File: src/rtl/bus_arbiter_rr_if.sv
// ---------------------------------------------------------------------------
// bus_arbiter_rr_if
//   Bundle of the signals between the bus masters and the round-robin bus
//   arbiter.
//   Signals:
//     req      [7:0]            request per master, req[i] = master i
//     bus_in   [8*BUS_WIDTH]    packed master data, slice i = [i*BUS_WIDTH +: BUS_WIDTH]
//     ctrl_in  [8*CTRL_WIDTH]   packed master ctrl, same packing as bus_in
//     ack      [7:0]            registered one-hot grant
//     bus_out  [BUS_WIDTH]      data of the granted master, else 0
//     ctrl_out [CTRL_WIDTH]     ctrl of the granted master, else 0
//     busy                      high while a master owns the bus
//     owner    [2:0]            index of the current or last owner
//     timeout                   one-cycle pulse when a grant is force-released
//   Modports:
//     master - the requesting side (drives req/bus_in/ctrl_in)
//     slave  - the arbiter side
// ---------------------------------------------------------------------------
interface bus_arbiter_rr_if #(
  parameter int BUS_WIDTH  = 32,
  parameter int CTRL_WIDTH = 8
);
  logic [7:0]              req;
  logic [8*BUS_WIDTH-1:0]  bus_in;
  logic [8*CTRL_WIDTH-1:0] ctrl_in;
  logic [7:0]              ack;
  logic [BUS_WIDTH-1:0]    bus_out;
  logic [CTRL_WIDTH-1:0]   ctrl_out;
  logic                    busy;
  logic [2:0]              owner;
  logic                    timeout;

  modport master (
    output req, bus_in, ctrl_in,
    input  ack, bus_out, ctrl_out, busy, owner, timeout
  );

  modport slave (
    input  req, bus_in, ctrl_in,
    output ack, bus_out, ctrl_out, busy, owner, timeout
  );
endinterface

File: src/rtl/bus_arbiter_rr.sv
// ---------------------------------------------------------------------------
// bus_arbiter_rr
//   Round-robin arbiter and data/control mux for the shared system bus.
//   Eight masters raise req; one at a time is granted with a registered
//   one-hot ack and its data/ctrl slices are driven onto the bus. A tenure
//   limit force-releases an owner that has held the bus for MAX_HOLD cycles
//   while someone else is waiting. Every hand-over goes through a one-cycle
//   RELEASE gap with the bus idle.
//   Ports:
//     clk    - system clock, rising edge
//     reset  - asynchronous, active-low
//     bus    - bus_arbiter_rr_if.slave (req, bus_in, ctrl_in in;
//              ack, bus_out, ctrl_out, busy, owner, timeout out)
//   Parameters:
//     BUS_WIDTH  - width of each master data slice and of bus_out
//     CTRL_WIDTH - width of each master ctrl slice and of ctrl_out
//     MAX_HOLD   - max grant cycles while another master requests (>= 2)
//     CNT_WIDTH  - tenure counter width, must hold MAX_HOLD
// ---------------------------------------------------------------------------
module bus_arbiter_rr #(
  parameter int BUS_WIDTH  = 32,
  parameter int CTRL_WIDTH = 8,
  parameter int MAX_HOLD   = 64,
  parameter int CNT_WIDTH  = 7
) (
  input  logic             clk,
  input  logic             reset,
  bus_arbiter_rr_if.slave  bus
);

  localparam logic [1:0] S_IDLE    = 2'd0;
  localparam logic [1:0] S_GRANT   = 2'd1;
  localparam logic [1:0] S_RELEASE = 2'd2;

  localparam logic [CNT_WIDTH-1:0] HOLD_LAST = CNT_WIDTH'(MAX_HOLD - 1);

  logic [1:0]           state_q,   state_d;
  logic [7:0]           ack_q,     ack_d;
  logic [2:0]           owner_q,   owner_d;
  logic [2:0]           ptr_q,     ptr_d;
  logic [CNT_WIDTH-1:0] tenure_q,  tenure_d;
  logic                 timeout_q, timeout_d;

  logic [2:0] win;
  logic       others_req;
  logic       busy;

  // First requester found walking ascending from p with wrap-around.
  // The loop runs from the farthest position back to p so the last hit,
  // i.e. the nearest one to p, is the one returned.
  function automatic logic [2:0] rr_pick(input logic [7:0] r, input logic [2:0] p);
    logic [2:0] idx;
    rr_pick = p;
    for (int k = 7; k >= 0; k--) begin
      idx = p + k[2:0];
      if (r[idx]) rr_pick = idx;
    end
  endfunction

  assign win        = rr_pick(bus.req, ptr_q);
  assign others_req = |(bus.req & ~(8'h01 << owner_q));
  assign busy       = (state_q == S_GRANT);

  always_comb begin
    state_d   = state_q;
    ack_d     = ack_q;
    owner_d   = owner_q;
    ptr_d     = ptr_q;
    tenure_d  = tenure_q;
    timeout_d = 1'b0;
    case (state_q)
      // ptr_q already points past the last owner when coming from RELEASE
      S_IDLE, S_RELEASE: begin
        if (|bus.req) begin
          state_d  = S_GRANT;
          ack_d    = 8'h01 << win;
          owner_d  = win;
          tenure_d = '0;
        end else begin
          state_d = S_IDLE;
          ack_d   = '0;
        end
      end
      S_GRANT: begin
        if (!bus.req[owner_q]) begin
          // Voluntary drop wins over a simultaneous timeout.
          state_d = S_RELEASE;
          ack_d   = '0;
          ptr_d   = owner_q + 3'd1;
        end else if ((tenure_q == HOLD_LAST) && others_req) begin
          state_d   = S_RELEASE;
          ack_d     = '0;
          ptr_d     = owner_q + 3'd1;
          timeout_d = 1'b1;
        end else if (tenure_q != HOLD_LAST) begin
          tenure_d = tenure_q + 1'b1;
        end
      end
      default: begin
        state_d = S_IDLE;
        ack_d   = '0;
      end
    endcase
  end

  always_ff @(posedge clk or negedge reset) begin
    if (!reset) begin
      state_q   <= S_IDLE;
      ack_q     <= '0;
      owner_q   <= '0;
      ptr_q     <= '0;
      tenure_q  <= '0;
      timeout_q <= 1'b0;
    end else begin
      state_q   <= state_d;
      ack_q     <= ack_d;
      owner_q   <= owner_d;
      ptr_q     <= ptr_d;
      tenure_q  <= tenure_d;
      timeout_q <= timeout_d;
    end
  end

  // Data mux follows the registered owner; the bus reads zero outside GRANT,
  // which also clears it asynchronously when reset forces state to IDLE.
  always_comb begin
    bus.bus_out  = '0;
    bus.ctrl_out = '0;
    if (busy) begin
      bus.bus_out  = bus.bus_in[owner_q*BUS_WIDTH +: BUS_WIDTH];
      bus.ctrl_out = bus.ctrl_in[owner_q*CTRL_WIDTH +: CTRL_WIDTH];
    end
  end

  assign bus.ack     = ack_q;
  assign bus.busy    = busy;
  assign bus.owner   = owner_q;
  assign bus.timeout = timeout_q;

endmodule

File: src/flat_wrapper.sv
// flat-port wrapper written by rule: the top's interface ports become plain ports
module bus_arbiter_rr_flat 
#(
  parameter int BUS_WIDTH  = 32,
  parameter int CTRL_WIDTH = 8,
  parameter int MAX_HOLD   = 64,
  parameter int CNT_WIDTH  = 7
)
  (clk, reset, bus_req, bus_bus_in, bus_ctrl_in, bus_ack, bus_bus_out, bus_ctrl_out, bus_busy, bus_owner, bus_timeout);
  bus_arbiter_rr_if #(.BUS_WIDTH(BUS_WIDTH), .CTRL_WIDTH(CTRL_WIDTH)) bus_i ();
  input  logic clk;
  input  logic reset;
  input wire logic [$bits(bus_i.req)-1:0] bus_req;
  input wire logic [$bits(bus_i.bus_in)-1:0] bus_bus_in;
  input wire logic [$bits(bus_i.ctrl_in)-1:0] bus_ctrl_in;
  output wire logic [$bits(bus_i.ack)-1:0] bus_ack;
  output wire logic [$bits(bus_i.bus_out)-1:0] bus_bus_out;
  output wire logic [$bits(bus_i.ctrl_out)-1:0] bus_ctrl_out;
  output wire logic [$bits(bus_i.busy)-1:0] bus_busy;
  output wire logic [$bits(bus_i.owner)-1:0] bus_owner;
  output wire logic [$bits(bus_i.timeout)-1:0] bus_timeout;
  assign bus_i.req = bus_req;
  assign bus_i.bus_in = bus_bus_in;
  assign bus_i.ctrl_in = bus_ctrl_in;
  assign bus_ack = bus_i.ack;
  assign bus_bus_out = bus_i.bus_out;
  assign bus_ctrl_out = bus_i.ctrl_out;
  assign bus_busy = bus_i.busy;
  assign bus_owner = bus_i.owner;
  assign bus_timeout = bus_i.timeout;
  bus_arbiter_rr #(.BUS_WIDTH(BUS_WIDTH), .CTRL_WIDTH(CTRL_WIDTH), .MAX_HOLD(MAX_HOLD), .CNT_WIDTH(CNT_WIDTH)) u_core (.clk(clk), .reset(reset), .bus(bus_i));
endmodule
File: config.mk
export PLATFORM = sky130hd
export DESIGN_NAME = bus_arbiter_rr_flat
export DESIGN_NICKNAME = d
export VERILOG_FILES = /design/src/rtl/bus_arbiter_rr_if.sv /design/src/rtl/bus_arbiter_rr.sv /design/src/flat_wrapper.sv
export SDC_FILE = /design/constraint.sdc
export NUM_CORES = 1
export LEC_CHECK = 0
export BUFFER_PORTS_ARGS = -buffer_cell sky130_fd_sc_hd__buf_2
export CAP_MARGIN = 10
export CORE_AREA = 2 2 147 149
export DETAILED_ROUTE_END_ITERATION = 8
export DIE_AREA = 0 0 149 151
export PLACE_DENSITY = 0.59
export SKIP_CTS_REPAIR_TIMING = 1
export SLEW_MARGIN = 10
export SYNTH_ARGS = -nofsm -noshare
export SYNTH_HDL_FRONTEND = slang
export SYNTH_SLANG_ARGS = --single-unit
export TNS_END_PERCENT = 10
File: constraint.sdc
create_clock -name clk -period 4.8 [get_ports clk]
set_input_delay 0.48 -clock clk [delete_from_list [all_inputs] [get_ports clk]]
set_output_delay 0.48 -clock clk [all_outputs]
set_load 0.02 [all_outputs]
==> impl_metrics.toml <==
[min_path]
min_path_type = "input port to asynchronous set/reset pin"

[synthesis]
syn_inst = 451
ys_types = 63
avgSynthCellArea_um2 = 10.35
ys.warnings.count = 0
synth_edf_count = 0
ys_seq_area_share_pct = 12.87
syn_area_um2 = 4666
synth_ff_type = "dfrtp_1"
async_flop_share_pct = 100.0
synth_fp_nets = 790
synth-seq-cells = 24

[floorplanning]
die_h_um = 151
fp-row-count = 53
initial_core_util_pct = 22.41
die-area_um2 = 22500
core_um2 = 20820
top_level_ports = 383
die_x_um = 149

[route]
post-route-drc-count = 0
wl_per_cell_um = 20.69
ant_nets = 0
routed_wl_um = 22200
firstDrtPassIters = 4
viasPerCell = 5.111
vias = 5484
drt_iter0_drc = 310

[timing]
worstMarginPinSlew_ns = 1.200
finalCritPeriodShare_pct = 84.95
post-route-min-period_ns = 4.078
relSlewSlack_pct = 19.35
finalMaxSlewViolations = 0
setup_ws_ns = 0.7223
finalHoldViolations = 0
rsz0062_at_grt = "no"
setup-violations-final = 0
finClkSkew_ns = 0.002571
fmaxAchievable_mhz = 245.2
tns_ns = 0

[place]
gp_congestion = 0.9001
placedCellCount = 1064
post-dp-hpwl_um = 18310
port_buffers = 382
post-place-ws_ns = 0.7371

[cts]
clk_path_buf_depth = 2
worst_skew_pair.late_latency_ns = 0.26
cts-htree-levels = 1
cts_buffers = 3
root_buffer = "clkbuf_16"
cts.sinks = 24
cts_tree = "yes"
clk_pin_slew_worst_paths_ns = 0.07

[worst_setup_path]
reg2reg_depth = 9
endpoint_kind = "register"
critical_path_class = "register to register"
regToRegEndpoint = "u_core.bus.ack[0]"
cp-start-kind = "register"
r2r_slack_ns = 0.72
worst-path-max-fanout = 15
critPathArrivalTime_ns = 4.22
r2r-start = "u_core.ptr_q[1]"
cp_data_required_time_ns = 4.95

[global_route]
antenna_found_initial = 7
track_usage_pct = 18.77
first_global_vias = 5672
grt.overflow.total = 0
grt_pass1_wl_um = 32530
grt_max_degree = 49

[cells_and_area]
fin_util_pct = 33.01
syn_to_final_growth_pct = 47.33
drive_gt1_share_pct = 64.31
fillers = 2196
layout.nets = 1133
layout.cells.non_filler = 1073

[status]
status = "finished clean"

[power_and_ir_drop]
ir_worst_vdd_uv = 245.9
powerDensity_nw_per_um2 = 609.1
leakage_nw = 3.253

[run]
drv_cap = 0
how the worst max path moves through the flow:
stage	startpoint	endpoint	slack, ns	cells after the start
after floorplan	u_core.ptr_q[1]	u_core.bus.ack[0]	1.50	13
after global placement	u_core.ptr_q[1]	u_core.bus.ack[0]	0.81	9
after detailed placement	u_core.ptr_q[1]	u_core.bus.ack[0]	0.74	9
after CTS	u_core.ptr_q[1]	u_core.bus.ack[0]	0.71	9
after global routing	u_core.ptr_q[1]	u_core.bus.ack[0]	0.42	9
final	u_core.ptr_q[1]	u_core.bus.ack[0]	0.72	9
area by class of cell:
type	instances	area, um^2	share of cell area (%)
diodes	5	12.51	0.1820
clock buffers	3	75.07	1.092
clock inverters	1	30.03	0.4368
inverters	12	45.04	0.6553
multi-input cells	365	3801	55.30
flip-flops and latches	24	609.3	8.864
well taps	275	344.1	5.005
repair buffers	388	1957	28.47
per-stage QoR:
| step | power (W) | hold WS, ns | area, um^2 |
|---|---|---|---|
| finish | 0.004187 | 0.1921 | 6874 |
| global route | 0.004522 | 0.2388 | 6869 |
| CTS | 0.004228 | 0.2238 | 6862 |
| detailed placement | 0.003971 | 0.4776 | 6756 |
| global placement | 0.003946 | 0.4743 | 6756 |
| floorplan | 0.003084 | 0.1844 | 4666 |
worst max-delay path, cell delays in order (launching register included):
cell       delay (ns)
dfrtp_1          0.72
clkinv_1         0.40
ha_1             0.77
mux4_2           0.63
and2_1           0.21
o32ai_1          0.36
o2111ai_2        0.20
a31oi_4          0.29
nor2b_2          0.09
a32o_1           0.27
power by group:
| group | total, W | switching [W] | internal [W] | leakage (nW) |
|---|---|---|---|---|
| sequential | 0.000517 | 0.000254 | 0.000263 | 0.314 |
| combinational | 0.00343 | 0.00185 | 0.00158 | 2.89 |
| clock | 0.000243 | 0.0000771 | 0.000166 | 0.0511 |
layout by cell type (no fill, tap or decap), drive strengths merged, types with 3 or more instances in the layout:
master,n
a211oi,3
mux2,6
nor4,3
nand2,94
nor2b,4
a31oi,3
buf,388
diode,5
dfrtp,24
ha,9
nor2,12
a32o,6
or2,3
xnor2,3
mux4,95
a22o,3
o21ai,10
inv,10
nand4,4
mux2i,12
and2,6
a21oi,48
clkbuf,3
xor2,5
synth_stat cells (all sizes together), types with 2 or more instances:
cell / count / share of area [%]
o22a: 2 / 0.38
buf: 21 / 2.4
mux2i: 12 / 2.6
nor4: 3 / 0.40
inv: 9 / 0.72
a22oi: 2 / 0.32
nor2b: 4 / 0.59
o21ai: 10 / 1.1
a21oi: 48 / 5.2
a22o: 3 / 0.56
a21o: 2 / 0.32
dfrtp: 24 / 13
and2: 6 / 0.80
mux4: 95 / 46
nand4: 4 / 0.54
o31ai: 2 / 0.54
clkinv: 3 / 0.24
nor3b: 2 / 0.32
xnor2: 3 / 0.72
nor2: 12 / 0.97
clkbuf: 29 / 2.3
and3: 2 / 0.27
ha: 9 / 2.4
a31oi: 3 / 0.72
nand2: 94 / 7.6
a32o: 6 / 1.3
a211oi: 3 / 0.48
o2111ai: 2 / 0.51
o32ai: 2 / 0.78
or2: 3 / 0.40
mux2: 6 / 1.5
nor3: 2 / 0.21
xor2: 5 / 0.94
cells by family (layout without fill, tap and decap cells):
logic type | count (synthesis) | count (layout) | share of synthesized area (%)
other cells | 0 | 5 | 0
fa+ha+maj | 9 | 9 | 2.414
mux | 113 | 113 | 49.96
xor+xnor | 8 | 8 | 1.663
compound gates | 95 | 95 | 14.00
buf+inv | 62 | 404 | 5.712
simple gates | 140 | 140 | 13.38
flops | 24 | 24 | 12.87
state kept, by name, summed over array words and instances (netlist names):
signal              flops
u_core.bus.ack          8
u_core.bus.owner        3
u_core.bus.timeout      1
u_core.ptr_q            3
u_core.state_q          2
u_core.tenure_q         7
per-layer routing:
layer  GRT usage, %  vias to the layer above  part of all wire [%]
met5              0                        -                  0.17
met4          3.810                        6                   1.2
met3          3.946                       23                   7.8
met2          32.67                      262                    51
met1          24.16                     2719                    39
li1               -                     2474                     -
(Power assumes the default switching activity.)
